--- config.mk ---
export PLATFORM = sky130hd
export DESIGN_NAME = spimem_cache
export DESIGN_NICKNAME = d
export VERILOG_FILES = /design/src/rtl/spimem_cache_pkg.sv /design/src/rtl/spimem_cache_array.sv /design/src/rtl/spimem_cache.sv
export SDC_FILE = /design/constraint.sdc
export NUM_CORES = 2
export LEC_CHECK = 0
export CAP_MARGIN = 20
export CORE_ASPECT_RATIO = 1.75
export CORE_UTILIZATION = 35
export CTS_CLUSTER_DIAMETER = 80
export DETAILED_ROUTE_END_ITERATION = 8
export GPL_TIMING_DRIVEN = 1
export PLACE_DENSITY = 0.62
export SKIP_CTS_REPAIR_TIMING = 1
export SLEW_MARGIN = 20
export SYNTH_ARGS = -nofsm -noshare
export SYNTH_HDL_FRONTEND = slang
export SYNTH_SLANG_ARGS = --single-unit
--- constraint.sdc ---
create_clock -name clk -period 3.5 [get_ports clk]
set_input_delay 0.525 -clock clk [delete_from_list [all_inputs] [get_ports clk]]
set_output_delay 0.525 -clock clk [all_outputs]
set_load 0.02 [all_outputs]
--- src/rtl/spimem_cache_pkg.sv ---
// Shared definitions for the spimemio read cache: bus widths, FSM states
// and the byte-address to index/tag split.
package spimem_cache_pkg;

  localparam int ADDR_W = 24;
  localparam int DATA_W = 32;

  typedef enum logic {
    IDLE  = 1'b0,
    FETCH = 1'b1
  } state_e;

  // Word index inside the cache; bits [1:0] select a byte and are dropped.
  function automatic logic [ADDR_W-1:0] addr_index(input logic [ADDR_W-1:0] addr,
                                                   input int idx_w);
    return (addr >> 2) & ((ADDR_W'(1) << idx_w) - ADDR_W'(1));
  endfunction

  // Everything above the index is the tag.
  function automatic logic [ADDR_W-1:0] addr_tag(input logic [ADDR_W-1:0] addr,
                                                 input int idx_w);
    return addr >> (idx_w + 2);
  endfunction

endpackage

--- src/rtl/spimem_cache_array.sv ---
// Tag/data storage for the direct-mapped cache: synchronous write,
// combinational read, per-entry valid bits that a flush clears in one edge.
module spimem_cache_array
  import spimem_cache_pkg::*;
#(
  parameter int ENTRIES = 64,
  parameter int IDX_W   = $clog2(ENTRIES),
  parameter int TAG_W   = ADDR_W - IDX_W - 2
) (
  input  logic              clk,
  input  logic              reset,
  input  logic              flush,
  input  logic              wr_en,
  input  logic [IDX_W-1:0]  wr_idx,
  input  logic [TAG_W-1:0]  wr_tag,
  input  logic [DATA_W-1:0] wr_data,
  input  logic [IDX_W-1:0]  rd_idx,
  output logic              rd_valid,
  output logic [TAG_W-1:0]  rd_tag,
  output logic [DATA_W-1:0] rd_data
);

  logic [ENTRIES-1:0] valid_q;
  logic [ENTRIES-1:0] valid_d;
  logic [TAG_W-1:0]   tag_mem  [ENTRIES];
  logic [DATA_W-1:0]  data_mem [ENTRIES];

  // Flush beats a simultaneous fill, so a line written during a flush stays invalid.
  always_comb begin
    valid_d = valid_q;
    if (flush) begin
      valid_d = '0;
    end else if (wr_en) begin
      valid_d[wr_idx] = 1'b1;
    end
  end

  // Valid bits are the only storage that needs a reset.
  always_ff @(posedge clk or posedge reset) begin
    if (reset) begin
      valid_q <= '0;
    end else begin
      valid_q <= valid_d;
    end
  end

  // Tag and data are only meaningful behind a valid bit, so they carry no reset.
  always_ff @(posedge clk) begin
    if (wr_en) begin
      tag_mem[wr_idx]  <= wr_tag;
      data_mem[wr_idx] <= wr_data;
    end
  end

  assign rd_valid = valid_q[rd_idx];
  assign rd_tag   = tag_mem[rd_idx];
  assign rd_data  = data_mem[rd_idx];

endmodule

--- src/rtl/spimem_cache.sv ---
// Direct-mapped, word-granular, read-only cache sitting between the CPU
// memory bus and spimemio. Hits answer one cycle after acceptance; misses
// run one spimemio read and answer one cycle after mem_ready.
// Optional hit/miss counters are built when SPIMEM_CACHE_STATS_EN is defined.
module spimem_cache
  import spimem_cache_pkg::*;
#(
  parameter int ENTRIES = 64
) (
  input  logic              clk,
  input  logic              reset,
  input  logic              flush,
  input  logic              cpu_valid,
  output logic              cpu_ready,
  input  logic [ADDR_W-1:0] cpu_addr,
  output logic [DATA_W-1:0] cpu_rdata,
  output logic              mem_valid,
  input  logic              mem_ready,
  output logic [ADDR_W-1:0] mem_addr,
  input  logic [DATA_W-1:0] mem_rdata
`ifdef SPIMEM_CACHE_STATS_EN
  ,
  output logic [31:0]       hit_count,
  output logic [31:0]       miss_count
`endif
);

  localparam int IDX_W = $clog2(ENTRIES);
  localparam int TAG_W = ADDR_W - IDX_W - 2;

  state_e            state_q, state_d;
  logic              cpu_ready_q, cpu_ready_d;
  logic [DATA_W-1:0] cpu_rdata_q, cpu_rdata_d;
  logic              mem_valid_q, mem_valid_d;
  logic [ADDR_W-1:0] mem_addr_q, mem_addr_d;

  logic [IDX_W-1:0]  lk_idx;
  logic [TAG_W-1:0]  lk_tag;
  logic              rd_valid;
  logic [TAG_W-1:0]  rd_tag;
  logic [DATA_W-1:0] rd_data;
  logic              wr_en;
  logic              accept;
  logic              lookup_hit;
  logic              fetch_done;

  assign lk_idx = IDX_W'(addr_index(cpu_addr, IDX_W));
  assign lk_tag = TAG_W'(addr_tag(cpu_addr, IDX_W));

  // The cycle carrying cpu_ready never starts a lookup, so a held request is not replayed.
  assign accept     = (state_q == IDLE) && cpu_valid && !cpu_ready_q;
  assign lookup_hit = accept && rd_valid && (rd_tag == lk_tag) && !flush;
  assign fetch_done = (state_q == FETCH) && mem_ready;
  assign wr_en      = fetch_done;

  spimem_cache_array #(
    .ENTRIES (ENTRIES),
    .IDX_W   (IDX_W),
    .TAG_W   (TAG_W)
  ) u_array (
    .clk      (clk),
    .reset    (reset),
    .flush    (flush),
    .wr_en    (wr_en),
    .wr_idx   (IDX_W'(addr_index(mem_addr_q, IDX_W))),
    .wr_tag   (TAG_W'(addr_tag(mem_addr_q, IDX_W))),
    .wr_data  (mem_rdata),
    .rd_idx   (lk_idx),
    .rd_valid (rd_valid),
    .rd_tag   (rd_tag),
    .rd_data  (rd_data)
  );

  // Lookup/fetch FSM; the fill address comes from mem_addr_q so a misbehaving CPU cannot corrupt it.
  always_comb begin
    state_d     = state_q;
    cpu_ready_d = 1'b0;
    cpu_rdata_d = cpu_rdata_q;
    mem_valid_d = mem_valid_q;
    mem_addr_d  = mem_addr_q;
    unique case (state_q)
      IDLE: begin
        if (lookup_hit) begin
          cpu_ready_d = 1'b1;
          cpu_rdata_d = rd_data;
        end else if (accept) begin
          mem_valid_d = 1'b1;
          mem_addr_d  = {cpu_addr[ADDR_W-1:2], 2'b00};
          state_d     = FETCH;
        end
      end
      FETCH: begin
        if (mem_ready) begin
          cpu_ready_d = 1'b1;
          cpu_rdata_d = mem_rdata;
          mem_valid_d = 1'b0;
          state_d     = IDLE;
        end
      end
      default: state_d = IDLE;
    endcase
  end

  // FSM and handshake registers; reset also drops an in-flight spimemio request.
  always_ff @(posedge clk or posedge reset) begin
    if (reset) begin
      state_q     <= IDLE;
      cpu_ready_q <= 1'b0;
      cpu_rdata_q <= '0;
      mem_valid_q <= 1'b0;
      mem_addr_q  <= '0;
    end else begin
      state_q     <= state_d;
      cpu_ready_q <= cpu_ready_d;
      cpu_rdata_q <= cpu_rdata_d;
      mem_valid_q <= mem_valid_d;
      mem_addr_q  <= mem_addr_d;
    end
  end

  assign cpu_ready = cpu_ready_q;
  assign cpu_rdata = cpu_rdata_q;
  assign mem_valid = mem_valid_q;
  assign mem_addr  = mem_addr_q;

`ifdef SPIMEM_CACHE_STATS_EN
  logic [31:0] hit_count_q, hit_count_d;
  logic [31:0] miss_count_q, miss_count_d;

  // Free-running wrap-around counters; flush deliberately leaves them alone.
  always_comb begin
    hit_count_d  = hit_count_q + (lookup_hit ? 32'd1 : 32'd0);
    miss_count_d = miss_count_q + (fetch_done ? 32'd1 : 32'd0);
  end

  // Counter registers, cleared only by reset.
  always_ff @(posedge clk or posedge reset) begin
    if (reset) begin
      hit_count_q  <= '0;
      miss_count_q <= '0;
    end else begin
      hit_count_q  <= hit_count_d;
      miss_count_q <= miss_count_d;
    end
  end

  assign hit_count  = hit_count_q;
  assign miss_count = miss_count_q;
`endif

endmodule

; ---- After elaboration in Yosys (flattened, before gate mapping)
; Memory sizes are Yosys's and may differ from the RTL's.
; Index checks and enable logic that the tools add are counted.
[op_classes]
n_eq_ne = 5
n_mux = 22
n_lt_le_gt_ge = 3
n_bitwise = 3
n_reduce_logical = 13
[op_table]
columns = op, count
row1 = $mux 64, 2
row2 = $mux 32, 2
row3 = $or 64x64->64, 1
row4 = $pmux 32 s2, 1
row5 = $eq 16x16->1, 1
row6 = $lt 6x7->1 const B, 2
row7 = $mux 1, 12
row8 = $ne 2x2->1 const B, 4
row9 = $logic_and 1x1->1, 7
row10 = $bmux 1 s6, 1
row11 = $demux 1 s6, 1
row12 = $ge 6x1->1 const B, 1
row13 = $pmux 1 s2, 3
row14 = $reduce_and 3->1, 2
row15 = $logic_not 1->1, 2
row16 = $not 1->1, 2
row17 = $reduce_and 2->1, 1
row18 = $reduce_bool 2->1, 1
[totals]
n_memories = 2
regBits = 121
ramBits = 3072
in_bits = 61
[memory_table]
columns = memory, depth, width, read_ports, rd_ports_with_merged_regs, wr, line_no
row1 = u_array.data_mem, 64, 32, 1, 0, 1, spimem_cache_array.sv:26  ; logic [DATA_W-1:0] data_mem [ENTRIES];
row2 = u_array.tag_mem, 64, 16, 1, 0, 1, spimem_cache_array.sv:25  ; logic [TAG_W-1:0] tag_mem [ENTRIES];

; ---- Logic depth before layout (Yosys ltp)
[depth]
word_depth = 8
depth_mapped = 16
ltp_nobuf = 9

; ---- By module
; Synthesis repeated with hierarchy kept, for this count alone.
[hier_totals]
cells_unflattened = 5257
area_unflattened_um2 = 122720.2
[modules_own_cells]
columns = mod, seq_area_each_um2, n_inst, area_per_inst_um2, cells_each
row1 = spimem_cache_array, 93850.0, 1, 119906.2, 5068
row2 = spimem_cache, 1426.4, 1, 2813.9, 189

; ---- Worst setup path before layout
; No wires, ideal clock.
[synth_path]
path_kind = register -> register
start = reg state_q
end = mem u_array.data_mem[61][0], enable pin
t_required_ns = 3.045
n_path_buf = 2
stages_incl_launch_ff = 7
arrival_ns = 3.420
period_less_slack_ns = 3.875
setup_ns = 0.455
setup_slack_ns = -0.375
cell_sequence = dfrtp_1 clkbuf_1 clkbuf_1 nand2_1 nor2_1 nand3_1 nor2_1
[synth_via]
elab_chain_cells = 3
[synth_rtl]
columns = item, line_no
row1 = from (decl), spimem_cache.sv:31  ; state_e state_q, state_d;
row2 = from (signal assigned), spimem_cache.sv:113  ; state_q <= state_d;
row3 = $logic_and 1x1->1, spimem_cache.sv:53  ; assign fetch_done = (state_q == FETCH) && mem_ready;
row4 = $mux 1, spimem_cache_array.sv:49  ; if (wr_en) begin
row5 = $mux 1 (not written as such), spimem_cache_array.sv:51  ; data_mem[wr_idx] <= wr_data;
row6 = to (decl), spimem_cache_array.sv:26
; Every way passes these cells.

; ---- Worst setup path after layout
[layout_path]
start = mem u_array.tag_mem[5][1] in the netlist's numbering
end = reg mem_addr_q[15] (netlist: mem_addr[15])
[layout_via]
elab_chain_cells = 6
[layout_rtl]
columns = item, line_no
row1 = from (decl), spimem_cache_array.sv:25
row2 = $mem_v2 64x16, n/a
row3 = $eq 16x16->1, spimem_cache.sv:52  ; assign lookup_hit = accept && rd_valid && (rd_tag == lk_tag) && !flush;
row4 = $logic_and 1x1->1 (2 in series), spimem_cache.sv:52
row5 = $not 1->1 (no source line), n/a
row6 = $reduce_and 3->1 (no source line), n/a
row7 = to (signal assigned), spimem_cache.sv:117  ; mem_addr_q <= mem_addr_d;
row8 = to (decl), spimem_cache.sv:35  ; logic [ADDR_W-1:0] mem_addr_q, mem_addr_d;
; Every way passes these cells.
; A chain may end at the register's enable or synchronous reset.

==> run_results.csv <==
group,metric,value,unit
detailed_routing,vias,60300,
synthesis,yosys-top-cells-area,"edfxtp_1 75%, mux4_2 16%, dfrtp_1 2.5%, mux2i_1 1.1%, nor2_1 0.61%",
floorplanning,start_util,0.351,
detailed_routing,antenna_left,0,
floorplanning,rows,287,
placed_design,place_congestion,0.834,
clocking,cts_tree,"built",
synthesis,ys_warn_count,0,
global_route,grt_pass1_vias,62100,
pwr,ir_worst_vdd,0.419,mV
synthesis,synth-seq-cells,3193,
worst_setup_path,worst-setup-path-type,"register to register",
worst_setup_path,worstPathRequired,4.25,ns
hold_path,hold_start,"mem_rdata[10]",
hold_path,hold_path.class,"input port to register",
cells_and_area,regArea,95300,sq um
pwr,finalPower,82.3,mW
synthesis,synth.distinct_cells,73,
worst_setup_path,path_max_fanout,7,
worst_setup_path,startpoint_type,"register",
detailed_routing,avgViaCountPerCell,5.59,
global_route,grt_usage,0.204,
worst_setup_path,cp-startpoint,"u_array.tag_mem[5][1]",
synthesis,postSynthCellCount,5287,
clocking,insertion_delay,0.88,ns
sta,setup_tns,-12.59,ns
floorplanning,dieArea,353000,sq um
detailed_routing,drt_wl_total,368000,um
cells_and_area,area_growth_syn_to_layout,16.8,%
floorplanning,die_width,449,um
clocking,clk_root_buffer_cell,"clkbuf_16",
detailed_routing,dr.pass1.iters,6,
clocking,clock_path_buffers,4,
clocking,clkSinkCount,3193,
detailed_routing,wl_per_cell,34.1,um
synthesis,synthesis.area,123000,sq um
flow_run,drv_cap,0,
synthesis,ys_seq_area_frac,0.777,
detailed_routing,dr.first_iter.drc_count,7030,
floorplanning,core_area,349000,sq um
clocking,clk_pin_slew_worst_paths,0.07,ns
cells_and_area,fin_util,0.411,
synthesis,synthMostInstantiatedCell,"edfxtp_1",
placed_design,dpl.hpwl,222000,um
sta,min_period,3.81,ns
synthesis,ys_top_cells_by_count,"3072 x edfxtp_1, 870 x mux4_2, 199 x nor2_1",
worst_setup_path,reg2reg_from,"u_array.tag_mem[5][1]",
cells_and_area,drive_gt1_frac,0.328,
worst_setup_path,crit_arrival,4.56,ns
run_status,status,"finished, violations left",
sta,relSlewSlack,0.268,
worst_setup_path,slowest_stage,"mux4_2",
cells_and_area,fin_cells,10800,
clocking,cts_buffers,272,
cells_and_area,nets,6003,
sta,hold_viol,5,
synthesis,synthArstFlopShare,0.0379,
global_route,grt_pass1_wl,502000,um
pwr,p_per_area,574,nW/um^2
global_route,gr-total-overflow,0,
run_status,violations,"hold timing, setup timing",
sta,setup_violations,57,
detailed_routing,drc,0,
synthesis,synth_edf_count,3072,
synthesis,syn_area_per_cell,23.2,sq um
sta,fin_crit_sh,1.09,
floorplanning,fp.dieH,785,um
sta,hold_slack,-0.00248,ns
clocking,cts_htree_levels,5,
placed_design,place_inst,10300,
cells_and_area,multiInputGateArea,26500,sq um
worst_setup_path,cpPeakStageDelay,0.47,ns
sta,worstMarginPinSlew,1.10,ns
global_route,grt_max_degree,91,
synthesis,synth_top_area_share,0.753,
floorplanning,io_pins,119,
cells_and_area,fillers,29900,
sta,final.setup_skew,0.0532,ns
global_route,antenna_found_initial,10,
synthesis,yosysTopAreaCell,"edfxtp_1",
placed_design,port_buffers,114,
pwr,power_leakage,45.1,nW
sta,rsz0062_at_grt,"yes",
sta,slew_viol_final,0,
synthesis,synthFlopType,"edfxtp_1",
worst_setup_path,cp-end-kind,"register",
worst_setup_path,worstPathCellList,"mux4_2 > mux2i_1 > o211ai_1 > nor4_2 > xor2_1 > buf_4 > o211ai_1 > nor4_4 > buf_4 > buf_12 > a31oi_4 > buf_12 > clkbuf_16 > mux2_4",
sta,max_freq,262,MHz
sta,worst_slack,-0.313,ns
## cells by family (layout without fill, tap and decap cells)
| kind of cell | Yosys count | after routing | synth area share |
|---|---|---|---|
| AO/OA/AOI/OAI | 233 | 233 | 0.0144 |
| AND/OR/NAND/NOR | 495 | 495 | 0.0185 |
| flip-flops | 3193 | 3193 | 0.777 |
| other | 1 | 9 | 0.0000306 |
| multiplexers | 1064 | 1064 | 0.177 |
| buffers and inverters | 293 | 1152 | 0.0116 |
| XOR/XNOR | 8 | 8 | 0.000572 |
## metrics by stage
| stage | area (sq um) | worst slack (ns) |
|---|---|---|
| finish | 143000 | -0.313 |
| global route | 143000 | -0.328 |
| CTS | 143000 | -0.628 |
| detailed placement | 134000 | -1.36 |
| global placement | 134000 | -1.50 |
| floorplan | 123000 | -0.375 |
## flip-flops by register name, summed over array words and instances (netlist names)
| name | cells |
|---|---|
| cpu_rdata | 32 |
| cpu_ready | 1 |
| mem_addr | 22 |
| mem_valid | 1 |
| state_q | 1 |
| u_array.data_mem | 2048 |
| u_array.tag_mem | 1024 |
| u_array.valid_q | 64 |
## metal layers
metal | global-route usage | vias to the layer above | part of all wire
met4 | 0.0999 | 4 | 0.055
li1 | - | 23800 | -
met3 | 0.0284 | 727 | 0.062
met5 | 0 | - | 0.000071
met2 | 0.377 | 2842 | 0.54
met1 | 0.230 | 32900 | 0.34
## worst max-delay path, delay by kind of cell (launching register included)
kind | cells | cell delay (ns)
multiplexers | 3 | 1.03
flip-flops | 1 | 0.37
XOR/XNOR | 1 | 0.22
AND/OR/NAND/NOR | 2 | 0.74
buffers and inverters | 5 | 0.82
AO/OA/AOI/OAI | 3 | 0.49
## final timing paths
kind	endpoint	slack [ns]	cells after the start
max	mem_addr[15]	-0.31	14
min	u_array.data_mem[16][10]	-0.002	1
max reg2reg	mem_addr[15]	-0.31	14
min reg2reg	u_array.valid_q[14]	0.50	2
max in group asynchronous	cpu_rdata[14]	2.53	3
min in group asynchronous	mem_addr[14]	0.13	2
## placed cells by master, fill, tap and decap left out, types with 47 or more instances in the layout
cell,count
edfxtp_1,3072
mux4_2,870
buf_4,407
clkbuf_16,286
mux2i_1,136
nor2_1,134
buf_12,134
nand2_1,117
dfrtp_1,105
nand3_1,78
clkdlybuf4s50_1,75
nor2_4,64
clkbuf_1,62
mux2_4,47
## power breakdown
| part | total [mW] | internal (mW) | switching, mW |
|---|---|---|---|
| Sequential | 44.4 | 43.7 | 0.640 |
| Combinational | 7.60 | 2.81 | 4.79 |
| Clock | 30.3 | 16.5 | 13.8 |
## layout make-up
class / instances / share of cell area
sequential: 3193 / 0.666
multi-input combinational: 1802 / 0.185
clock buffer: 351 / 0.0516
timing repair buffer: 661 / 0.0480
tap: 4624 / 0.0404
clock inverter: 128 / 0.00860
inverter: 12 / 0.000446
antenna: 7 / 0.000122
No activity file was read; power rests on OpenSTA's default activity.
